<file path="src/rtl/irq_controller_multi.sv">
// Multi-channel interrupt controller.
// Latches N_IRQ request lines (per-channel level or edge mode) and masks them with mie.
// Picks one request by fixed priority, where index 0 is the highest.
// Raises a trap to the core and tracks the exception/ISR context until mret.
module irq_controller_multi #(
   parameter int unsigned      N_IRQ      = 16,
   parameter logic [N_IRQ-1:0] EDGE_MASK  = '0,
   parameter logic [31:0]      CAUSE_BASE = 32'h8000_0010
) (
   input  logic             clk_i,
   input  logic             rst_i,
   input  logic             stall_i,
   input  logic             exception_i,
   input  logic [N_IRQ-1:0] irq_req_i,
   input  logic [N_IRQ-1:0] mie_i,
   input  logic             mret_i,
   output logic             irq_o,
   output logic [31:0]      irq_cause_o,
   output logic [N_IRQ-1:0] irq_ret_o,
   output logic [N_IRQ-1:0] irq_pending_o,
   output logic             in_isr_o
);

   localparam int unsigned IDW = (N_IRQ > 1) ? $clog2(N_IRQ) : 1;

   typedef enum logic [1:0] {
      S_IDLE    = 2'd0,
      S_EXC     = 2'd1,
      S_IRQ     = 2'd2,
      S_IRQ_EXC = 2'd3
   } state_e;

   state_e           state_q;
   logic             in_isr_q;
   logic [IDW-1:0]   active_q;
   logic [N_IRQ-1:0] edge_pend_q;
   logic [N_IRQ-1:0] edge_pend_d;
   logic [N_IRQ-1:0] prev_q;

   logic [N_IRQ-1:0] pend;
   logic [N_IRQ-1:0] eligible;
   logic [N_IRQ-1:0] edge_set;
   logic [N_IRQ-1:0] edge_clr;
   logic [N_IRQ-1:0] ret_vec;
   logic [IDW-1:0]   sel_id;
   logic             any_elig;
   logic             take_irq;
   logic             ret_fire;

   // Pending view: edge channels come from storage, level channels pass straight through
   always_comb begin
      pend     = (EDGE_MASK & edge_pend_q) | (~EDGE_MASK & irq_req_i);
      eligible = pend & mie_i;
      any_elig = |eligible;
   end

   // Fixed-priority pick: the lowest set index of eligible wins
   always_comb begin
      logic found;
      found  = 1'b0;
      sel_id = '0;
      for (int unsigned k = 0; k < N_IRQ; k++) begin
         if (eligible[k] && !found) begin
            sel_id = IDW'(k);
            found  = 1'b1;
         end
      end
   end

   // Trap and return qualifiers; a stalled core neither takes a trap nor retires an mret
   always_comb begin
      take_irq = (state_q == S_IDLE) & any_elig & ~exception_i & ~stall_i & ~mret_i;
      ret_fire = (state_q == S_IRQ) & mret_i & ~exception_i & ~stall_i;
   end

   // Edge pending update: a new rising edge overrides a clear from being taken in the same cycle
   always_comb begin
      edge_set = EDGE_MASK & irq_req_i & ~prev_q;
      edge_clr = '0;
      ret_vec  = '0;
      for (int unsigned k = 0; k < N_IRQ; k++) begin
         edge_clr[k] = take_irq & (sel_id == IDW'(k));
         ret_vec[k]  = ret_fire & (active_q == IDW'(k));
      end
      edge_pend_d = ((edge_pend_q & ~edge_clr) | edge_set) & EDGE_MASK;
   end

   // Edge history and edge-pending storage; rising edges are still seen while stalled
   always_ff @(posedge clk_i or posedge rst_i) begin
      if (rst_i) begin
         edge_pend_q <= '0;
         prev_q      <= '0;
      end else begin
         edge_pend_q <= edge_pend_d;
         prev_q      <= irq_req_i;
      end
   end

   // Trap/ISR context FSM; it holds while the core is stalled
   always_ff @(posedge clk_i or posedge rst_i) begin
      if (rst_i) begin
         state_q  <= S_IDLE;
         in_isr_q <= 1'b0;
         active_q <= '0;
      end else if (!stall_i) begin
         case (state_q)
            S_IDLE: begin
               if (exception_i) begin
                  state_q <= S_EXC;
               end else if (take_irq) begin
                  state_q  <= S_IRQ;
                  in_isr_q <= 1'b1;
                  active_q <= sel_id;
               end
            end
            S_EXC: begin
               if (mret_i) begin
                  state_q <= S_IDLE;
               end
            end
            S_IRQ: begin
               if (exception_i) begin
                  state_q <= S_IRQ_EXC;
               end else if (mret_i) begin
                  state_q  <= S_IDLE;
                  in_isr_q <= 1'b0;
               end
            end
            S_IRQ_EXC: begin
               if (mret_i) begin
                  state_q <= S_IRQ;
               end
            end
            default: begin
               state_q  <= S_IDLE;
               in_isr_q <= 1'b0;
            end
         endcase
      end
   end

   // Output drive; every output is forced to zero while reset is asserted
   always_comb begin
      irq_o         = take_irq & ~rst_i;
      irq_cause_o   = irq_o ? (CAUSE_BASE + {{(32-IDW){1'b0}}, sel_id}) : '0;
      irq_ret_o     = rst_i ? '0 : ret_vec;
      irq_pending_o = rst_i ? '0 : pend;
      in_isr_o      = in_isr_q;
   end

endmodule

</file>
<file path="config.mk">
export PLATFORM = sky130hd
export DESIGN_NAME = irq_controller_multi
export DESIGN_NICKNAME = d
export VERILOG_FILES = /design/src/rtl/irq_controller_multi.sv
export SDC_FILE = /design/constraint.sdc
export NUM_CORES = 1
export LEC_CHECK = 0
export BUFFER_PORTS_ARGS = -buffer_cell sky130_fd_sc_hd__buf_2
export CAP_MARGIN = 20
export CORE_MARGIN = 5
export CORE_UTILIZATION = 39
export DETAILED_ROUTE_END_ITERATION = 8
export HOLD_SLACK_MARGIN = 0.12
export PLACE_DENSITY = 0.9
export RECOVER_POWER = 100
export REMOVE_ABC_BUFFERS = 1
export SYNTH_ARGS = -nofsm -noshare
export SYNTH_HDL_FRONTEND = slang
export SYNTH_SLANG_ARGS = --single-unit
</file>
<file path="constraint.sdc">
create_clock -name clk_i -period 2.6 [get_ports clk_i]
set_input_delay 0.52 -clock clk_i [delete_from_list [all_inputs] [get_ports clk_i]]
set_output_delay 0.52 -clock clk_i [all_outputs]
set_load 0.005 [all_outputs]
</file>
==> results.md, run 1 <==
- Layout Skew: around 0.0023 ns
- # setup viols final: 0
- DR iter-0 viols: 18
- Starting Density: about two fifths
- Worst EP arrival: around 1.9 ns
- Clock sink count: 7
- Post-synth EDFFs: 0
- Final Slew Violations: 0
- FMAX: 417 MHz
- Sw Pwr: between 200 and 250 uW
- Largest net degree at the start of global routing: 23
- Vias per inst: 4.79
- Non-Filler Instances: 252
- Worst-case clock buffer depth: 2
- Warnings from Yosys: 0
- Synthesized area per cell: 7.15 sq um
- Seq pwr share: 40.0%
- Layout Nets: 260
- Final wirelength: around 3000 um
- DRC: 0
- Synthesized cell area: between 0.001 and 0.0015 sq mm
- Combinational Power Share: 42.1%
- Die X-Extent: 61.9 um
- Antenna diode count: 0
- Reg clk slew, reported paths: around 0.050 ns
- R2r setup slk: around 1.2 ns
- Insertion delay to the later sink of the worst-skew pair: between 0.2 and 0.3 ns
- Minimum clock period after layout: approximately 2.4 ns
- Max Cap Violations: 0
- Critical path cell sequence: buf_2, a22oi_1, nand2b_4, a211oi_1, o21ai_0, a21oi_1, clkbuf_1
- Total CTS buffers: 3
- Initial antenna violation count: 0
- Async set or reset register ratio after synthesis: 100%
- CP Capture Type: primary output
- Pwr/cell area: 401 mW/mm^2
- Worst setup path category: in -> out
- Post-CTS setup repair buffer count: 0
- Most common cell after layout, fill and taps aside: buf_2
- Die Area: between 0.003 and 0.004 sq mm
- Vias in the first global route: roughly 1.1k
- DR vias: between 1k and 1.5k
- Die height: between 60 and 70 um
- Clk root buf: clkbuf_4
- First-pass GRT wire length: roughly 4400 um
- Routability Congestion: 0.722
- RSZ-0062 raised after global routing: no
- Tcrit/Tclk final: 92.2%
- H-tree Lvls: 1
- Syn-to-layout area delta: 25.7%
- Clock network fraction of design power: between 15 and 20%
- Leakage: roughly 0.00063 uW
- Slowest library cell on the worst path: a22oi_1
- I/O Buffers: 76
- Total Negative Setup Slacks: 0 ns
- Drt first pass iters: 4
- Register area share after synthesis: 16.7%
- Synth unique cells: 40
- Core outline area: between 0.002 and 0.003 sq mm
- Num rows: 18
- Resized cells post-CTS: 0
- Routed wire per std cell: between 10 and 15 um
- Critical path peak fanout: 3
- Critical path data required time: approximately 2.1 ns
- Overflow after GRT: 0
- Top FF cell, synth: dfrtp_1
- Min-delay worst type: in -> async
- Status: finished clean
- Crit-path max cell delay: about 0.37 ns
- Most frequent cells in the layout: buf_2 (39), clkbuf_1 (34), conb_1 (26)
- Flops & latches, synth: 7
- CTS tree: built
- Cell internal pwr: 326 uW
- GRT Overall Usage: between 10 and 15%
- Startpoint Class: input port
- Final ANT Viol Nets: 0
- Share of cells above drive strength 1: a little under a quarter
- Hold-fix buffers, CTS: 0
- Sw Ratio: between 30% and 40%
- Synth Instances: approximately 150
- Post-DP HPWL: between 2000 and 3000 um
- I/O pin cnt: between 100 and 150
- Peak VDD IR: around 250 uV
- Placed Cells: 248
- Final hold viol count: 0
-- worst paths after layout --
path,startpoint,end,cells past startpoint
max in group asynchronous,rst_i,active_q[0],2
worst max-delay path,irq_req_i[10],irq_cause_o[0],7
min in group clk_i,state_q[0],state_q[0],1
worst max register to register,state_q[1],active_q[0],4
worst min-delay path,rst_i,active_q[3],2
worst min register to register,state_q[0],state_q[0],1
-- flip-flops by register name, indices dropped and copies added (netlist names) --
| name | flops |
|---|---|
| active_q | 4 |
| in_isr_o | 1 |
| state_q | 2 |
-- per-layer routing --
layer | track usage, % | share of wire, % | up-vias
met5 | 0 | 0 | -
met4 | 3.33 | 0.53 | 0
met3 | 1.03 | 11 | 2
met2 | 28.4 | 51 | 64
met1 | 16.8 | 38 | 531
li1 | - | - | 610
-- cells by family (layout without fill, tap and decap cells) --
family,count (synthesis),count (layout),share of synthesized area (%)
buf+inv,35,85,22.6
compound gates,38,38,26.9
other cells,1,26,0.357
flops,7,7,16.7
simple gates,66,66,33.5
-- layout make-up --
cell class | count | area [sq um]
timing repair buffer | 77 | 344
clock buffer | 4 | 26.3
inverter | 4 | 15.0
multi-input combinational | 130 | 723
sequential | 7 | 175
fill | 291 | 1200
tap | 30 | 37.5
-- power by group through the flow --
stage,Sequential [uW],Clock (uW),Combinational (uW)
finish,212,94.7,223
global route,221,103,254
CTS,212,99.1,232
detailed placement,213,0,231
global placement,210,0,223
floorplan,200,0,143
-- synth_stat cells (3+ instances only) --
master   number  area, sq um
nor2b_1      18          113
o21ai_0       3         15.0
nor2_1       20         75.1
a22oi_1       4         30.0
nand3_1       4         20.0
buf_4        28          210
dfrtp_1       7          175
inv_1         4         15.0
nand2_1      13         48.8
a21oi_1      10         50.1
-- through the flow --
| stage | hold slack [ns] | instance area [sq um] | utilization (%) | total power [uW] | setup WS, ns |
|---|---|---|---|---|---|
| 6_report | 0.409 | 1320 | 52.4 | 529 | 0.204 |
| 5_1_grt | 0.449 | 1320 | 52.4 | 578 | 0.0449 |
| 4_1_cts | 0.414 | 1370 | 54.5 | 543 | 0.257 |
| 3_5_place_dp | 0.458 | 1350 | 53.4 | 444 | 0.276 |
| 3_3_place_gp | 0.454 | 1350 | 53.4 | 433 | 0.278 |
| 2_1_floorplan | 0.340 | 922 | - | 343 | 0.505 |
-- worst max-delay path: cells and delay by family --
| family | cells | cell delay [ns] |
|---|---|---|
| buffers and inverters | 2 | 0.24 |
| AND/OR/NAND/NOR | 1 | 0.11 |
| AO/OA/AOI/OAI | 4 | 1.00 |
Power figures use the tool's default switching activity.
==> run 2, diff against run 1 <==
--- a/config.mk
+++ b/config.mk
@@ -5,13 +5,13 @@
 export SDC_FILE = /design/constraint.sdc
 export NUM_CORES = 1
 export LEC_CHECK = 0
-export BUFFER_PORTS_ARGS = -buffer_cell sky130_fd_sc_hd__buf_2
 export CAP_MARGIN = 20
 export CORE_MARGIN = 5
-export CORE_UTILIZATION = 39
+export CORE_UTILIZATION = 50
 export DETAILED_ROUTE_END_ITERATION = 8
+export DONT_BUFFER_PORTS = 1
 export HOLD_SLACK_MARGIN = 0.12
-export PLACE_DENSITY = 0.9
+export PLACE_DENSITY = 0.69
 export RECOVER_POWER = 100
 export REMOVE_ABC_BUFFERS = 1
 export SYNTH_ARGS = -nofsm -noshare
==> run 2 against run 1 <==
Net effect: worst setup slack improved by 0.076 ns; sequential share of layout area rose by 4.6 points; design area fell by 26%; power fell by 9.1%; worst hold slack improved by 0.071 ns; maximum frequency rose by 3.3%; sequential power rose by 2%; count of clock-buffer cells in the layout did not move; clock skew rose by 0.00093 ns; final cell count fell by 31%; global-route usage rose by 1.8 points; first-iteration DRC count rose to 3.2 times the previous value; critical endpoint is now irq_cause_o[3].
==> results.md, run 2 (same netlist as run 1, synthesis figures left out) <==
- Resized cells post-CTS: 0
- I/O pin cnt: approximately 100
- Startpoint Class: input port
- DR vias: around 990
- Post-DP HPWL: between 2000 and 2500 um
- Clock sink count: 7
- Insertion delay to the later sink of the worst-skew pair: 0.25 ns
- I/O Buffers: 0
- Most frequent cells in the layout: conb_1 (26), nor2_1 (20), nor2b_1 (19)
- Final hold viol count: 0
- Placed instance area: roughly 960 sq um
- Starting Density: roughly 53%
- Largest register FFs: 4
- Share of cells above drive strength 1: roughly 5.5%
- Rel. slew slack: 49.1%
- Critical path data required time: 2.08 ns
- Worst EP arrival: 1.80 ns
- Overflow after GRT: 0
- Die Area: ~0.0031 sq mm
- Vias in the first global route: 951
- First-pass GRT wire length: around 4200 um
- Core outline area: 0.00198 sq mm
- Top reg by flops: active_q
- Most common cell after layout, fill and taps aside: conb_1
- Status: finished clean
- Syn-to-layout area delta: -6.90%
- Max Cap Violations: 0
- Critical path cell sequence: a22oi_1, nor2b_1, nor2b_1, nor4b_1
- Clk root buf: clkbuf_4
- Pwr Total: 481 uW
- GRT Overall Usage: between 10% and 20%
- # setup viols final: 0
- Min-delay worst type: reg -> reg
- DRC: 0
- Layout Skew: between 0.003 and 0.004 ns
- CP Capture Type: primary output
- RSZ-0062 raised after global routing: no
- Routed wire per std cell: ~16 um
- Slowest library cell on the worst path: nor2b_1
- Critical path peak fanout: 8
- Final Slew Violations: 0
- Leakage: 0.000415 uW
- H-tree Lvls: 1
- Reg clk slew, reported paths: around 0.050 ns
- Minimum clock period after layout: between 2 and 2.5 ns
- Worst setup path category: in -> out
- Worst-case clock buffer depth: 2
- Initial antenna violation count: 0
- Pwr/cell area: around 490 mW/mm^2
- Final wirelength: around 2800 um
- Total Negative Setup Slacks: 0 ns
- Peak VDD IR: roughly 240 uV
- Tcrit/Tclk final: 89.3%
- Fin util: 49.4%
- Largest net degree at the start of global routing: 23
- Cell mode on critical path: nor2b_1
- CTS tree: built
- Actual slew at the worst max-slew pin: 0.744 ns
- Num rows: 16
- Design Area, Final: 978 sq um
- Drt first pass iters: 4
- Die X-Extent: ~56 um
- Total CTS buffers: 3
- Layout Nets: roughly 180
- Die height: around 56 um
- Final ANT Viol Nets: 0
- FMAX: roughly 430 MHz
- Vias per inst: approximately 5.7
- DR iter-0 viols: between 50 and 60
- Crit-path max cell delay: 0.43 ns
- Antenna diode count: 0
- Routability Congestion: approximately 0.9
[run 2: cell types whose count changed in the layout (fill, tap and decap cells not counted)]
cell,before,now
a2111oi_0,0,1
a2111oi_1,1,0
a22oi_1,5,4
a22oi_2,0,1
buf_2,39,0
clkbuf_1,34,1
clkbuf_2,5,0
dlygate4sd3_1,0,1
nor2b_1,18,19
nor2b_2,1,0
nor4b_1,0,1
nor4b_2,1,0
[run 2: final cells by class]
type,count,area (sq um)
fillers,215,1000
repair buffers,1,10.0
flip-flops and latches,7,175
well taps,27,33.8
clock buffers,4,26.3
inverters,4,15.0
multi-input cells,130,718
[run 2: per-layer routing]
layer,track usage (%),share of wire [%],vias to the layer above,routed length [um]
met4,5.42,1.3,0,36
met2,27.0,48,70,1330
li1,-,-,454,-
met5,0,0,-,0
met1,18.1,38,460,1050
met3,7.89,12,4,338
[run 2: through the flow]
step,instances,setup slack (ns),hold slack (ns)
after CTS,173,0.321,0.488
after floorplan,141,0.505,0.340
after global placement,168,0.371,0.366
after detailed placement,168,0.331,0.375
after global routing,173,0.125,0.496
final,173,0.279,0.480
[run 2: power by group]
part	total [uW]	switching (uW)	internal (uW)
sequential	216	56.0	160
clock	95.4	37.0	58.4
combinational	170	89.4	80.2
[run 2: repair_timing]
action                                  CTS  global route
endpoints found under the hold margin     7             0
hold buffers                              1             0
endpoints found under the setup margin    0             0
setup buffers                             0             0
[run 2: critical path: cells and delay by family]
family             cells  cell delay [ns]
and+or+nand+nor        3             1.10
AOI/OAI and AO/OA      1             0.17
[run 2: path summary, 6_finish.rpt]
kind / start / end / slack, ns / cells past startpoint
max: mie_i[6] / irq_cause_o[3] / 0.28 / 4
min: state_q[0] / state_q[0] / 0.48 / 1
max reg2reg: state_q[1] / active_q[0] / 1.12 / 4
min reg2reg: state_q[0] / state_q[0] / 0.48 / 1
max in group asynchronous: rst_i / active_q[1] / 1.69 / 2
min in group asynchronous: rst_i / active_q[3] / 0.67 / 2
==> run 3, diff against run 2 <==
--- a/config.mk
+++ b/config.mk
@@ -7,11 +7,11 @@
 export LEC_CHECK = 0
 export CAP_MARGIN = 20
 export CORE_MARGIN = 5
-export CORE_UTILIZATION = 50
+export CORE_UTILIZATION = 30
 export DETAILED_ROUTE_END_ITERATION = 8
 export DONT_BUFFER_PORTS = 1
 export HOLD_SLACK_MARGIN = 0.12
-export PLACE_DENSITY = 0.69
+export PLACE_DENSITY = 0.48
 export RECOVER_POWER = 100
 export REMOVE_ABC_BUFFERS = 1
 export SYNTH_ARGS = -nofsm -noshare
==> run 3 against run 2 <==
Net effect: sequential cell count did not move; die area rose by 54%; critical path depth did not move; clock skew fell by 0.0013 ns; critical path type unchanged; non-clock buffer count rose by 2; final cell count rose by 12%.
==> results.md, run 3 (same netlist as run 1, synthesis figures left out) <==
- Status: finished clean
- Min-delay worst type: reg -> reg
- Num rows: 21
- Peak VDD IR: about 120 uV
- Actual slew at the worst max-slew pin: roughly 0.56 ns
- Clk root buf: clkbuf_4
- Core outline area: between 0.003 and 0.004 sq mm
- Vias per inst: approximately 5
- FMAX: 440 MHz
- Post-DP HPWL: ~2600 um
- Pwr/cell area: 473 mW/mm^2
- Final hold viol count: 0
- Initial antenna violation count: 0
- H-tree Lvls: 1
- Final hold slack: 0.475 ns
- CTS tree: built
- DR vias: between 900 and 1k
- Critical path peak fanout: 22
- Layout Skew: 0.00192 ns
- Final Slew Violations: 0
- Worst-case clock buffer depth: 2
- Reg clk slew, reported paths: roughly 0.050 ns
- Clock sink count: 7
- Share of cells above drive strength 1: 6.76%
- Vias in the first global route: 1000
- Largest net degree at the start of global routing: 23
- Total Negative Setup Slacks: 0 ns
- Tcrit/Tclk final: 87.4%
- Syn-to-layout area delta: -3.21%
- DRC: 0
- Worst EP arrival: ~1.8 ns
- Resized cells post-CTS: 0
- Die height: 69.2 um
- Max Cap Violations: 0
- Routability Congestion: around 0.8
- Startpoint Class: input port
- Placed instance area: approximately 990 sq um
- Critical path data required time: between 2 and 2.5 ns
- Most frequent cells in the layout: conb_1 (26), nor2_1 (20), nor2b_1 (19)
- # setup viols final: 0
- CP Capture Type: primary output
- I/O pin cnt: about 100
- Leakage: 0.000426 uW
- Final wirelength: 2990 um
- Most common cell after layout, fill and taps aside: conb_1
- Layout Nets: approximately 190
- Worst setup path category: in -> out
- Final ANT Viol Nets: 0
- RSZ-0062 raised after global routing: no
- Insertion delay to the later sink of the worst-skew pair: 0.24 ns
- Die Area: 0.00479 sq mm
- Total CTS buffers: 3
- First-pass GRT wire length: ~4700 um
- GRT Overall Usage: around an eighth
- Rel. slew slack: just over 60%
- Overflow after GRT: 0
- Design Area, Final: approximately 0.0010 sq mm
- Starting Density: between 30% and 40%
- Drt first pass iters: 4
- Routed wire per std cell: ~15 um
- I/O Buffers: 0
- Top reg by flops: active_q
- Fin util: 30.2%
- DR iter-0 viols: 33
- Largest register FFs: 4
- Antenna diode count: 0
- Die X-Extent: between 60 and 70 um
- Minimum clock period after layout: about 2.3 ns
-- run 3: cell types whose count changed in the layout (fill, tap and decap cells not counted), sizes merged --
cell	previous run	this run
buf	0	2
-- run 3: power breakdown --
group | internal (uW) | total (uW) | switching (uW)
clock network | 58.3 | 94.7 | 36.4
logic | 81.2 | 170 | 88.5
registers | 160 | 217 | 56.7
-- run 3: cell type report --
class / instances / area, sq um
tap: 46 / 57.6
timing repair buffer: 3 / 25.0
multi-input combinational: 130 / 718
sequential: 7 / 175
fill: 383 / 2350
clock buffer: 4 / 26.3
inverter: 4 / 15.0
-- run 3: worst max-delay path, stage by stage --
cell           delay (ns)
dlygate4sd3_1        0.57
inv_1                0.26
nand3_1              0.21
nor2_1               0.19
-- run 3: path summary, 6_finish.rpt --
kind | startpoint | cells after the start | endpoint | slack [ns]
setup / recovery | rst_i | 4 | irq_ret_o[13] | 0.33
hold / removal | state_q[0] | 1 | state_q[0] | 0.48
setup reg to reg | state_q[1] | 4 | active_q[0] | 1.15
hold reg to reg | state_q[0] | 1 | state_q[0] | 0.48
max in group asynchronous | rst_i | 2 | active_q[2] | 1.65
min in group asynchronous | rst_i | 2 | state_q[1] | 0.71
-- run 3: timing repair --
action | in CTS | in global routing
buffers inserted | 0 | 0
hold buffers | 1 | 0
hold endpoints to repair | 7 | 0
-- run 3: layer usage --
layer,vias up,GRT usage [%],wire length (um)
li1,461,-,-
met1,427,13.0,1130
met2,79,19.5,1420
met3,0,5.22,428
met4,0,3.90,0
met5,-,0,0
-- run 3: metrics by stage --
step | std cells | worst slack, ns | total power, uW
global route | 194 | 0.154 | 520
finish | 194 | 0.327 | 481
detailed placement | 189 | 0.400 | 386
global placement | 189 | 0.390 | 381
CTS | 194 | 0.292 | 487
floorplan | 141 | 0.505 | 343
